### config.mk
export PLATFORM = sky130hd
export DESIGN_NAME = qa_drv_umf_channel_mux
export DESIGN_NICKNAME = d
export VERILOG_FILES = /design/src/rtl/qa_drv_umf_channel_mux.sv
export SDC_FILE = /design/constraint.sdc
export NUM_CORES = 2
export LEC_CHECK = 0
export CORE_MARGIN = 2
export CORE_UTILIZATION = 58
export DETAILED_ROUTE_END_ITERATION = 10
export GPL_TIMING_DRIVEN = 0
export PLACE_DENSITY = 0.9
export SLEW_MARGIN = 40
export SYNTH_ARGS = -nofsm -noshare
export SYNTH_HDL_FRONTEND = slang
export SYNTH_MEMORY_MAX_BITS = 65536
export SYNTH_SLANG_ARGS = --single-unit
### constraint.sdc
create_clock -name clk -period 7.5 [get_ports clk]
set_clock_uncertainty 0.15 [all_clocks]
set_input_delay 1.875 -clock clk [delete_from_list [all_inputs] [get_ports clk]]
set_output_delay 1.875 -clock clk [all_outputs]
set_load 0.1 [all_outputs]
### src/rtl/qa_drv_umf_channel_mux.sv
// Splits one UMF host channel into N_CHANNELS virtual channels with per-channel RX/TX FIFOs.
// Define QA_DRV_UMF_CHANNEL_MUX_STATS_EN to add per-channel RX/TX word counters.
module qa_drv_umf_channel_mux #(
    parameter int UMF_WIDTH     = 128,
    parameter int N_CHANNELS    = 4,
    parameter int CHAN_ID_WIDTH = 2,
    parameter int RX_FIFO_DEPTH = 4,
    parameter int TX_FIFO_DEPTH = 4
) (
    input  logic                            clk,
    input  logic                            reset,
    input  logic [UMF_WIDTH-1:0]            host_rx_data,
    input  logic                            host_rx_rdy,
    output logic                            host_rx_enable,
    output logic [UMF_WIDTH-1:0]            host_tx_data,
    input  logic                            host_tx_rdy,
    output logic                            host_tx_enable,
    output logic [N_CHANNELS*UMF_WIDTH-1:0] rx_fifo_data,
    output logic [N_CHANNELS-1:0]           rx_fifo_rdy,
    input  logic [N_CHANNELS-1:0]           rx_fifo_enable,
    input  logic [N_CHANNELS*UMF_WIDTH-1:0] tx_fifo_data,
    output logic [N_CHANNELS-1:0]           tx_fifo_rdy,
    input  logic [N_CHANNELS-1:0]           tx_fifo_enable,
`ifdef QA_DRV_UMF_CHANNEL_MUX_STATS_EN
    input  logic [CHAN_ID_WIDTH-1:0]        stat_sel,
    output logic [31:0]                     stat_rx_count,
    output logic [31:0]                     stat_tx_count,
`endif
    output logic                            bad_chan_err
);

    localparam int RX_PTR_W  = $clog2(RX_FIFO_DEPTH);
    localparam int TX_PTR_W  = $clog2(TX_FIFO_DEPTH);
    localparam int PAYLOAD_W = UMF_WIDTH - CHAN_ID_WIDTH;

    localparam logic [RX_PTR_W:0]        RX_FULL_CNT = (RX_PTR_W+1)'(RX_FIFO_DEPTH);
    localparam logic [RX_PTR_W:0]        RX_CNT_ONE  = (RX_PTR_W+1)'(1);
    localparam logic [RX_PTR_W-1:0]      RX_PTR_ONE  = RX_PTR_W'(1);
    localparam logic [TX_PTR_W:0]        TX_FULL_CNT = (TX_PTR_W+1)'(TX_FIFO_DEPTH);
    localparam logic [TX_PTR_W:0]        TX_CNT_ONE  = (TX_PTR_W+1)'(1);
    localparam logic [TX_PTR_W-1:0]      TX_PTR_ONE  = TX_PTR_W'(1);
    localparam logic [CHAN_ID_WIDTH-1:0] LAST_CHAN   = CHAN_ID_WIDTH'(N_CHANNELS-1);

    // RX FIFO storage and bookkeeping
    logic [UMF_WIDTH-1:0]  rx_mem_q    [N_CHANNELS][RX_FIFO_DEPTH];
    logic [RX_PTR_W-1:0]   rx_wr_ptr_q [N_CHANNELS];
    logic [RX_PTR_W-1:0]   rx_rd_ptr_q [N_CHANNELS];
    logic [RX_PTR_W:0]     rx_cnt_q    [N_CHANNELS];
    logic [RX_PTR_W:0]     rx_cnt_d    [N_CHANNELS];
    logic [N_CHANNELS-1:0] rx_full_q;
    logic [N_CHANNELS-1:0] rx_empty_q;
    logic [N_CHANNELS-1:0] rx_push;
    logic [N_CHANNELS-1:0] rx_pop;

    // TX FIFO storage and bookkeeping
    logic [UMF_WIDTH-1:0]  tx_mem_q    [N_CHANNELS][TX_FIFO_DEPTH];
    logic [TX_PTR_W-1:0]   tx_wr_ptr_q [N_CHANNELS];
    logic [TX_PTR_W-1:0]   tx_rd_ptr_q [N_CHANNELS];
    logic [TX_PTR_W:0]     tx_cnt_q    [N_CHANNELS];
    logic [TX_PTR_W:0]     tx_cnt_d    [N_CHANNELS];
    logic [N_CHANNELS-1:0] tx_full_q;
    logic [N_CHANNELS-1:0] tx_empty_q;
    logic [N_CHANNELS-1:0] tx_push;
    logic [N_CHANNELS-1:0] tx_pop;

    logic [CHAN_ID_WIDTH-1:0] rx_id;
    logic                     rx_id_valid;
    logic                     rx_id_full;
    logic [CHAN_ID_WIDTH-1:0] rr_q;
    logic [CHAN_ID_WIDTH-1:0] rr_d;
    logic [CHAN_ID_WIDTH-1:0] grant_idx;
    logic                     grant_valid;
    logic [UMF_WIDTH-1:0]     tx_head;
    logic                     init_q;
    logic                     bad_chan_err_q;
    logic                     bad_chan_err_d;

    // RX demultiplexing: the full check uses registered state only, so a client
    // dequeue never unblocks the host in the same cycle.
    always_comb begin
        // NOTE: every always_comb output gets a default first so no path can infer a latch.
        rx_id       = host_rx_data[UMF_WIDTH-1 -: CHAN_ID_WIDTH];
        rx_id_valid = int'(rx_id) < N_CHANNELS;
        rx_id_full  = 1'b0;
        rx_push     = '0;
        rx_pop      = '0;
        for (int i = 0; i < N_CHANNELS; i++) begin
            if (int'(rx_id) == i) rx_id_full = rx_full_q[i];
        end
        host_rx_enable = !reset && host_rx_rdy && (!rx_id_valid || !rx_id_full);
        for (int i = 0; i < N_CHANNELS; i++) begin
            rx_push[i] = host_rx_enable && rx_id_valid && (int'(rx_id) == i);
            rx_pop[i]  = !reset && rx_fifo_enable[i] && !rx_empty_q[i];
        end
        bad_chan_err_d = bad_chan_err_q || (host_rx_enable && !rx_id_valid);
    end

    // Round-robin search starting one past the last granted channel.
    always_comb begin
        int j;
        j           = 0;
        grant_valid = 1'b0;
        grant_idx   = '0;
        for (int k = 1; k <= N_CHANNELS; k++) begin
            j = int'(rr_q) + k;
            if (j >= N_CHANNELS) j = j - N_CHANNELS;
            for (int i = 0; i < N_CHANNELS; i++) begin
                if (i == j && !grant_valid && !tx_empty_q[i]) begin
                    grant_valid = 1'b1;
                    grant_idx   = CHAN_ID_WIDTH'(i);
                end
            end
        end
    end

    always_comb begin
        tx_head = '0;
        for (int i = 0; i < N_CHANNELS; i++) begin
            if (int'(grant_idx) == i) tx_head = tx_mem_q[i][tx_rd_ptr_q[i]];
        end
        host_tx_enable = !reset && host_tx_rdy && grant_valid;
        host_tx_data   = {grant_idx, tx_head[PAYLOAD_W-1:0]};
        tx_fifo_rdy    = (init_q && !reset) ? ~tx_full_q : '0;
        tx_push        = '0;
        tx_pop         = '0;
        for (int i = 0; i < N_CHANNELS; i++) begin
            tx_push[i] = tx_fifo_enable[i] && tx_fifo_rdy[i];
            tx_pop[i]  = host_tx_enable && (int'(grant_idx) == i);
        end
        rr_d = host_tx_enable ? grant_idx : rr_q;
    end

    always_comb begin
        rx_fifo_rdy = reset ? '0 : ~rx_empty_q;
        for (int i = 0; i < N_CHANNELS; i++) begin
            rx_fifo_data[i*UMF_WIDTH +: UMF_WIDTH] = rx_mem_q[i][rx_rd_ptr_q[i]];
        end
    end

    always_comb begin
        for (int i = 0; i < N_CHANNELS; i++) begin
            rx_cnt_d[i] = rx_cnt_q[i];
            tx_cnt_d[i] = tx_cnt_q[i];
            if (rx_push[i] && !rx_pop[i]) rx_cnt_d[i] = rx_cnt_q[i] + RX_CNT_ONE;
            else if (!rx_push[i] && rx_pop[i]) rx_cnt_d[i] = rx_cnt_q[i] - RX_CNT_ONE;
            if (tx_push[i] && !tx_pop[i]) tx_cnt_d[i] = tx_cnt_q[i] + TX_CNT_ONE;
            else if (!tx_push[i] && tx_pop[i]) tx_cnt_d[i] = tx_cnt_q[i] - TX_CNT_ONE;
        end
    end

    // NOTE: sequential state uses non-blocking assignments so every register samples pre-edge values.
    always_ff @(posedge clk) begin
        if (reset) begin
            for (int i = 0; i < N_CHANNELS; i++) begin
                rx_wr_ptr_q[i] <= '0;
                rx_rd_ptr_q[i] <= '0;
                rx_cnt_q[i]    <= '0;
                tx_wr_ptr_q[i] <= '0;
                tx_rd_ptr_q[i] <= '0;
                tx_cnt_q[i]    <= '0;
            end
            rx_full_q      <= '0;
            rx_empty_q     <= '1;
            tx_full_q      <= '0;
            tx_empty_q     <= '1;
            rr_q           <= LAST_CHAN;
            init_q         <= 1'b0;
            bad_chan_err_q <= 1'b0;
        end else begin
            for (int i = 0; i < N_CHANNELS; i++) begin
                rx_cnt_q[i]   <= rx_cnt_d[i];
                rx_full_q[i]  <= (rx_cnt_d[i] == RX_FULL_CNT);
                rx_empty_q[i] <= (rx_cnt_d[i] == '0);
                tx_cnt_q[i]   <= tx_cnt_d[i];
                tx_full_q[i]  <= (tx_cnt_d[i] == TX_FULL_CNT);
                tx_empty_q[i] <= (tx_cnt_d[i] == '0);
                if (rx_push[i]) rx_wr_ptr_q[i] <= rx_wr_ptr_q[i] + RX_PTR_ONE;
                if (rx_pop[i])  rx_rd_ptr_q[i] <= rx_rd_ptr_q[i] + RX_PTR_ONE;
                if (tx_push[i]) tx_wr_ptr_q[i] <= tx_wr_ptr_q[i] + TX_PTR_ONE;
                if (tx_pop[i])  tx_rd_ptr_q[i] <= tx_rd_ptr_q[i] + TX_PTR_ONE;
            end
            rr_q           <= rr_d;
            init_q         <= 1'b1;
            bad_chan_err_q <= bad_chan_err_d;
        end
    end

    // NOTE: FIFO storage is deliberately not reset; the pointers and flags alone define validity.
    always_ff @(posedge clk) begin
        for (int i = 0; i < N_CHANNELS; i++) begin
            if (rx_push[i]) rx_mem_q[i][rx_wr_ptr_q[i]] <= host_rx_data;
            if (tx_push[i]) tx_mem_q[i][tx_wr_ptr_q[i]] <= tx_fifo_data[i*UMF_WIDTH +: UMF_WIDTH];
        end
    end

    assign bad_chan_err = bad_chan_err_q;

`ifdef QA_DRV_UMF_CHANNEL_MUX_STATS_EN
    logic [31:0] rx_stat_q [N_CHANNELS];
    logic [31:0] tx_stat_q [N_CHANNELS];
    logic [31:0] stat_rx_d;
    logic [31:0] stat_tx_d;
    logic [31:0] stat_rx_q;
    logic [31:0] stat_tx_q;

    // Out-of-range selects match no channel and read zero.
    always_comb begin
        stat_rx_d = '0;
        stat_tx_d = '0;
        for (int i = 0; i < N_CHANNELS; i++) begin
            if (int'(stat_sel) == i) begin
                stat_rx_d = rx_stat_q[i];
                stat_tx_d = tx_stat_q[i];
            end
        end
    end

    always_ff @(posedge clk) begin
        if (reset) begin
            for (int i = 0; i < N_CHANNELS; i++) begin
                rx_stat_q[i] <= '0;
                tx_stat_q[i] <= '0;
            end
            stat_rx_q <= '0;
            stat_tx_q <= '0;
        end else begin
            for (int i = 0; i < N_CHANNELS; i++) begin
                if (rx_push[i]) rx_stat_q[i] <= rx_stat_q[i] + 32'd1;
                if (tx_pop[i])  tx_stat_q[i] <= tx_stat_q[i] + 32'd1;
            end
            stat_rx_q <= stat_rx_d;
            stat_tx_q <= stat_tx_d;
        end
    end

    assign stat_rx_count = stat_rx_q;
    assign stat_tx_count = stat_tx_q;
`endif

endmodule

# [After elaboration in Yosys (flattened, before gate mapping)]
# Memories as Yosys holds them, arrays and structs flattened.
# Index checks and enable logic that the tools add are counted.
[classes] addsub=40 mul=0 n_div=0 n_lt_le_gt_ge=28 n_eq_ne=26 shifts=0 mux=193 bitwise_logic=42 reduce_logical=138
[op_table] operator="2-to-1 mux 512 bit" n=14
[op_table] operator="binary-select mux 128 bit (select 2 bit)" n=8
[op_table] operator="demux 128 bit (select 2 bit)" n=8
[op_table] operator="2-to-1 mux 128 bit" n=16
[op_table] operator="OR reduction 512 bit" n=3
[op_table] operator="2-to-1 mux 126 bit" n=12
[op_table] operator="== test 3 x 32 -> 1 bit (first input constant)" n=8
[op_table] operator="== test 2 x 32 -> 1 bit (first input constant)" n=4
[op_table] operator="zero test 32 bit" n=4
[op_table] operator="2-to-1 mux 32 bit" n=4
[op_table] operator="logical AND 1 bit" n=80
[op_table] operator="2-to-1 mux 1 bit" n=72
[op_table] operator="2-to-1 mux 3 bit" n=24
[op_table] operator="2-to-1 mux 2 bit" n=33
[op_table] operator="greater-or-equal comparator 3 bit (second input constant)" n=19
[op_table] operator="NOT 2 -> 3 bit" n=16
[op_table] operator="zero test 1 bit" n=41
[op_table] operator="adder 2 x 1 -> 2 bit (second input constant)" n=16
[op_table] operator="adder 3 x 1 -> 3 bit (second input constant)" n=8
[op_table] operator="== test 3 bit (second input constant)" n=8
[op_table] operator="zero test 3 bit" n=8
[op_table] operator="less-than comparator 3 x 1 -> 1 bit (second input constant)" n=8
[op_table] operator="bitwise OR 1 bit" n=24
[op_table] operator="subtractor 3 x 1 -> 3 bit (second input constant)" n=8
[op_table] operator="11 further kinds" n=21
[totals] register_bits=19 latch_bits=0 mem_bits_rw=4152 romBits=0 inputBits=652 out_inout_bits=651 word_cells=481 n_memories=8
[memory_table] memory="rx_mem_q" depth=4 width=512 rd=4 rd_clocked_by_memory_dff=0 wr=1 line_no="45" source="logic [UMF_WIDTH-1:0] rx_mem_q [N_CHANNELS][RX_FIFO_DEPTH];"
[memory_table] memory="tx_mem_q" depth=4 width=512 rd=4 rd_clocked_by_memory_dff=0 wr=4 line_no="56" source="logic [UMF_WIDTH-1:0] tx_mem_q [N_CHANNELS][TX_FIFO_DEPTH];"
[memory_table] memory="rx_cnt_q" depth=4 width=3 rd=4 rd_clocked_by_memory_dff=0 wr=4 line_no="48" source="logic [RX_PTR_W:0] rx_cnt_q [N_CHANNELS];"
[memory_table] memory="tx_cnt_q" depth=4 width=3 rd=4 rd_clocked_by_memory_dff=0 wr=4 line_no="59" source="logic [TX_PTR_W:0] tx_cnt_q [N_CHANNELS];"
[memory_table] memory="rx_rd_ptr_q" depth=4 width=2 rd=4 rd_clocked_by_memory_dff=0 wr=4 line_no="47" source="logic [RX_PTR_W-1:0] rx_rd_ptr_q [N_CHANNELS];"
[memory_table] memory="rx_wr_ptr_q" depth=4 width=2 rd=4 rd_clocked_by_memory_dff=0 wr=4 line_no="46" source="logic [RX_PTR_W-1:0] rx_wr_ptr_q [N_CHANNELS];"
[memory_table] memory="+2 memories"

# [Logic depth before layout (Yosys ltp)]
[logic_depth] word_depth=72 mapped_depth=9 ltp_nobuf=7

# [Worst setup path before layout]
# No wires, ideal clock.
[synth_timing] path_kind="input -> register" startpoint="input reset" endpoint="memory tx_mem_q[2][128] (netlist bit), enable pin" setup_ns=0.501 t_arrival_ns=7.679 required_ns=6.849 path_slack_ns=-0.830 stages=3 path_buffers=1 cell_sequence="clkbuf_1 nor3b_1 and3_1"
[synth_rtl] item="start, declared" line_no="11" source="input logic reset,"
[synth_rtl] item="end, declared" line_no="56"

==> results.yml <==
grt:
  grt_use_total_pct: 39.5
  antenna_found_initial: 209
  overflow: 0
  grt_max_degree: 35
  grt_pass1_vias: 86500
  grt_pass1_wl_um: 726000
detailed_routing:
  wl_per_cell_um: 44.4
  drt_wl_total_um: 539000
  vias: 88800
  drt_iter0_markers: 17000
  drc: 0
  drtAntennaViolNets: 0
  via_per_inst: 7.32
  drtPass1Iterations: 8
sta:
  max_freq_mhz: 149
  finalSetupViolations: 0
  fin_crit_sh_pct: 89.6
  relSlewSlack_pct: 34.5
  worst_slew_pin_slew_ps: 979
  layout_min_cycle_time_ps: 6720
  rsz0062_at_grt: "false"
  drv_slew: 0
  final-hold-violation-count: 0
placed_design:
  port_buffers: 1292
  routabilityCongestion: 0.881
  dpl_cell_area_sq_um: 171000
  dp_hpwl_um: 330000
clocking:
  cts_tree: "built"
  cts_max_path_buffers: 4
  cts-resized-gates: 0
  postCtsSetupRepairBufs: 0
  hold_buffers: 0
  root_buffer: "clkbuf_16"
  cts.reportedPaths.clkPinSlew_ps: 70
  h-tree-depth: 5
  cts_sinks: 4139
  numCtsBuffers: 392
  clock_latency_ps: 990
power_and_ir_drop:
  powerDensity_nw_per_um2: 329
  p_leak_nw: 59.0
  peakVddDrop_uv: 609
yosys:
  synth-edff-count: 4096
  ys_types: 65
  syn_inst: 6284
  syn_area_per_cell_sq_um: 24.4
  ys_ff_latch: 4139
  synth_ff_type: "edfxtp_1"
  yosys_warnings: 0
  async_flop_share_pct: 0
  syn_nets: 6984
  ys_seq_area_share_pct: 80.8
  synthesis.area_sq_um: 153000
layout:
  drive_above_1_share_pct: 31.2
  postLayoutCoreUtil_pct: 70.0
  syn_to_final_growth_pct: 19.9
  final_cell_area_sq_um: 184000
  nNetsFinal: 8813
floorplan:
  die_h_um: 518
  dieArea_sq_um: 268000
  fp.coreArea_sq_um: 263000
  die_x_um: 518
  ios: 1303
  start_util_pct: 58.4
  std_cell_rows: 188
setup_path:
  arrival_ps: 4690
  worstSetupPathType: "flip-flop to output port"
  cp_top_family: "buffers and inverters"
  cp-end-kind: "output port"
  crit_top_cell: "clkbuf_1"
  cp_slowest_cell: "clkbuf_2"
  cp-start-kind: "flip-flop"
  required_ps: 5480
  critical_path.cell_chain: "clkbuf_1 > clkbuf_2 > clkbuf_1 > mux4_2 > a22oi_1 > nand2_1 > buf_2"
  crit_fanout: 10
  path_buf_inv: 4
  slowest_delay_ps: 670
min_path:
  hp-class: "flip-flop to flip-flop"
flow_run:
  maxCapViolCount: 0
status:
  status: "finished, final reports clean"
## Yosys cell counts, drive strengths merged (2+ instances only)
cell    instances  share of area, %
a22oi         226               1.1
or3b            4             0.023
nand2b          8             0.033
edfxtp       4096                80
ha             48              0.39
dfxtp          43              0.56
mux4         1017                15
mux2i           9             0.059
o21ai          42              0.14
a311oi          7             0.051
a211oi          6             0.033
a21o            7             0.034
maj3            2             0.013
nand3b          2            0.0098
or2             4             0.018
xor2            3             0.017
and3           17             0.069
a21oi          35              0.11
and2           39              0.16
o31a            2             0.011
o221ai          2             0.023
nand2         149              0.36
nor4            4             0.016
nor2b          29              0.12
nand4           3             0.012
o211ai          3             0.015
nor3b          11             0.060
inv            36             0.090
xnor2          25              0.14
buf           106              0.28
clkbuf        197              0.48
nand3           7             0.029
nor2           65              0.16
nor3           11             0.036
or3             2            0.0082
## cells by family (layout without fill, tap and decap cells)
kind of cell	Yosys count	count (layout)	synth area share [%]
and+or+nand+nor	357	357	1.13
other	1	186	0.00245
DFF	4139	4139	80.8
AOI/OAI and AO/OA	343	343	1.61
adders and majority gates	50	50	0.405
buffers and inverters	339	2488	0.857
muxes	1027	1027	15.0
xor gates and xnor gates	28	28	0.160
## registers in the layout, summed over array words and instances (netlist names)
name         count
rx_full_q        4
tx_rd_ptr_q      8
init_q           1
rx_mem_q      2048
tx_full_q        4
rx_empty_q       4
rx_rd_ptr_q      8
tx_empty_q       4
rr_q             2
tx_wr_ptr_q      8
rx_cnt_q        12
tx_cnt_q        12
tx_mem_q      2016
rx_wr_ptr_q      8
## placed cells by master, fill, tap and decap left out, types with 39 or more instances in the layout
| cell type | instances |
|---|---|
| edfxtp_1 | 4096 |
| mux4_2 | 1017 |
| buf_2 | 743 |
| clkdlybuf4s50_1 | 623 |
| clkbuf_16 | 394 |
| a22oi_1 | 226 |
| diode_2 | 185 |
| clkbuf_1 | 183 |
| nand2_1 | 149 |
| buf_12 | 125 |
| clkbuf_2 | 105 |
| clkinv_1 | 75 |
| clkinv_2 | 69 |
| nor2_1 | 62 |
| ha_1 | 48 |
| dfxtp_1 | 43 |
| o21ai_0 | 39 |
## routing by layer
| layer | up-vias | part of all wire, % | global-route usage [%] |
|---|---|---|---|
| met3 | 2585 | 15 | 13.8 |
| met5 | - | 0.12 | 0 |
| met2 | 10800 | 47 | 62.3 |
| met1 | 44500 | 27 | 43.9 |
| met4 | 102 | 10 | 31.3 |
| li1 | 30800 | - | - |
## cell type report
class | count | area, sq um
Antenna cell | 185 | 463
Clock buffer | 482 | 10200
Multi-Input combinational cell | 1806 | 28200
Inverter | 36 | 138
Tap cell | 3515 | 4400
Timing Repair Buffer | 1435 | 12500
Sequential cell | 4139 | 124000
Fill cell | 13900 | 78800
Clock inverter | 232 | 2490
Buffer | 303 | 1380
## worst register-to-register path, delay by kind of cell (launching register included)
family / cells / cell delay (ps)
DFF: 1 / 330
buffers and inverters: 5 / 1670
and+or+nand+nor: 2 / 1050
## report_power, final
group / switching (mW) / leakage [nW] / internal, mW / total, mW
combinational: 11.5 / 15.5 / 2.71 / 14.2
sequential: 0.160 / 37.3 / 25.7 / 25.9
clock: 9.34 / 6.15 / 11.0 / 20.3
## per-stage QoR
step / std cells / power [mW] / hold slack [ps] / setup WS [ps] / TNS [ps]
after detailed placement: 11200 / 40.0 / 382 / 1360 / 0
after global routing: 12100 / 61.1 / 428 / 849 / 0
after CTS: 11900 / 60.0 / 390 / 889 / 0
after floorplan: 6284 / 35.9 / 346 / 329 / 0
after global placement: 11100 / 40.4 / 361 / -3370 / -8199050
final: 12100 / 60.4 / 391 / 783 / 0
## final timing paths
path	depth (start not counted)	slack, ps	startpoint	end
setup / recovery	7	780	tx_rd_ptr_q[0][1]	host_tx_data[68]
setup reg to reg	7	3910	rx_full_q[1]	rx_mem_q[1][214]
hold / removal	2	390	tx_cnt_q[1][1]	tx_cnt_q[1][1]
hold reg to reg	2	390	tx_cnt_q[1][1]	tx_cnt_q[1][1]
No activity file was read; power rests on OpenSTA's default activity.
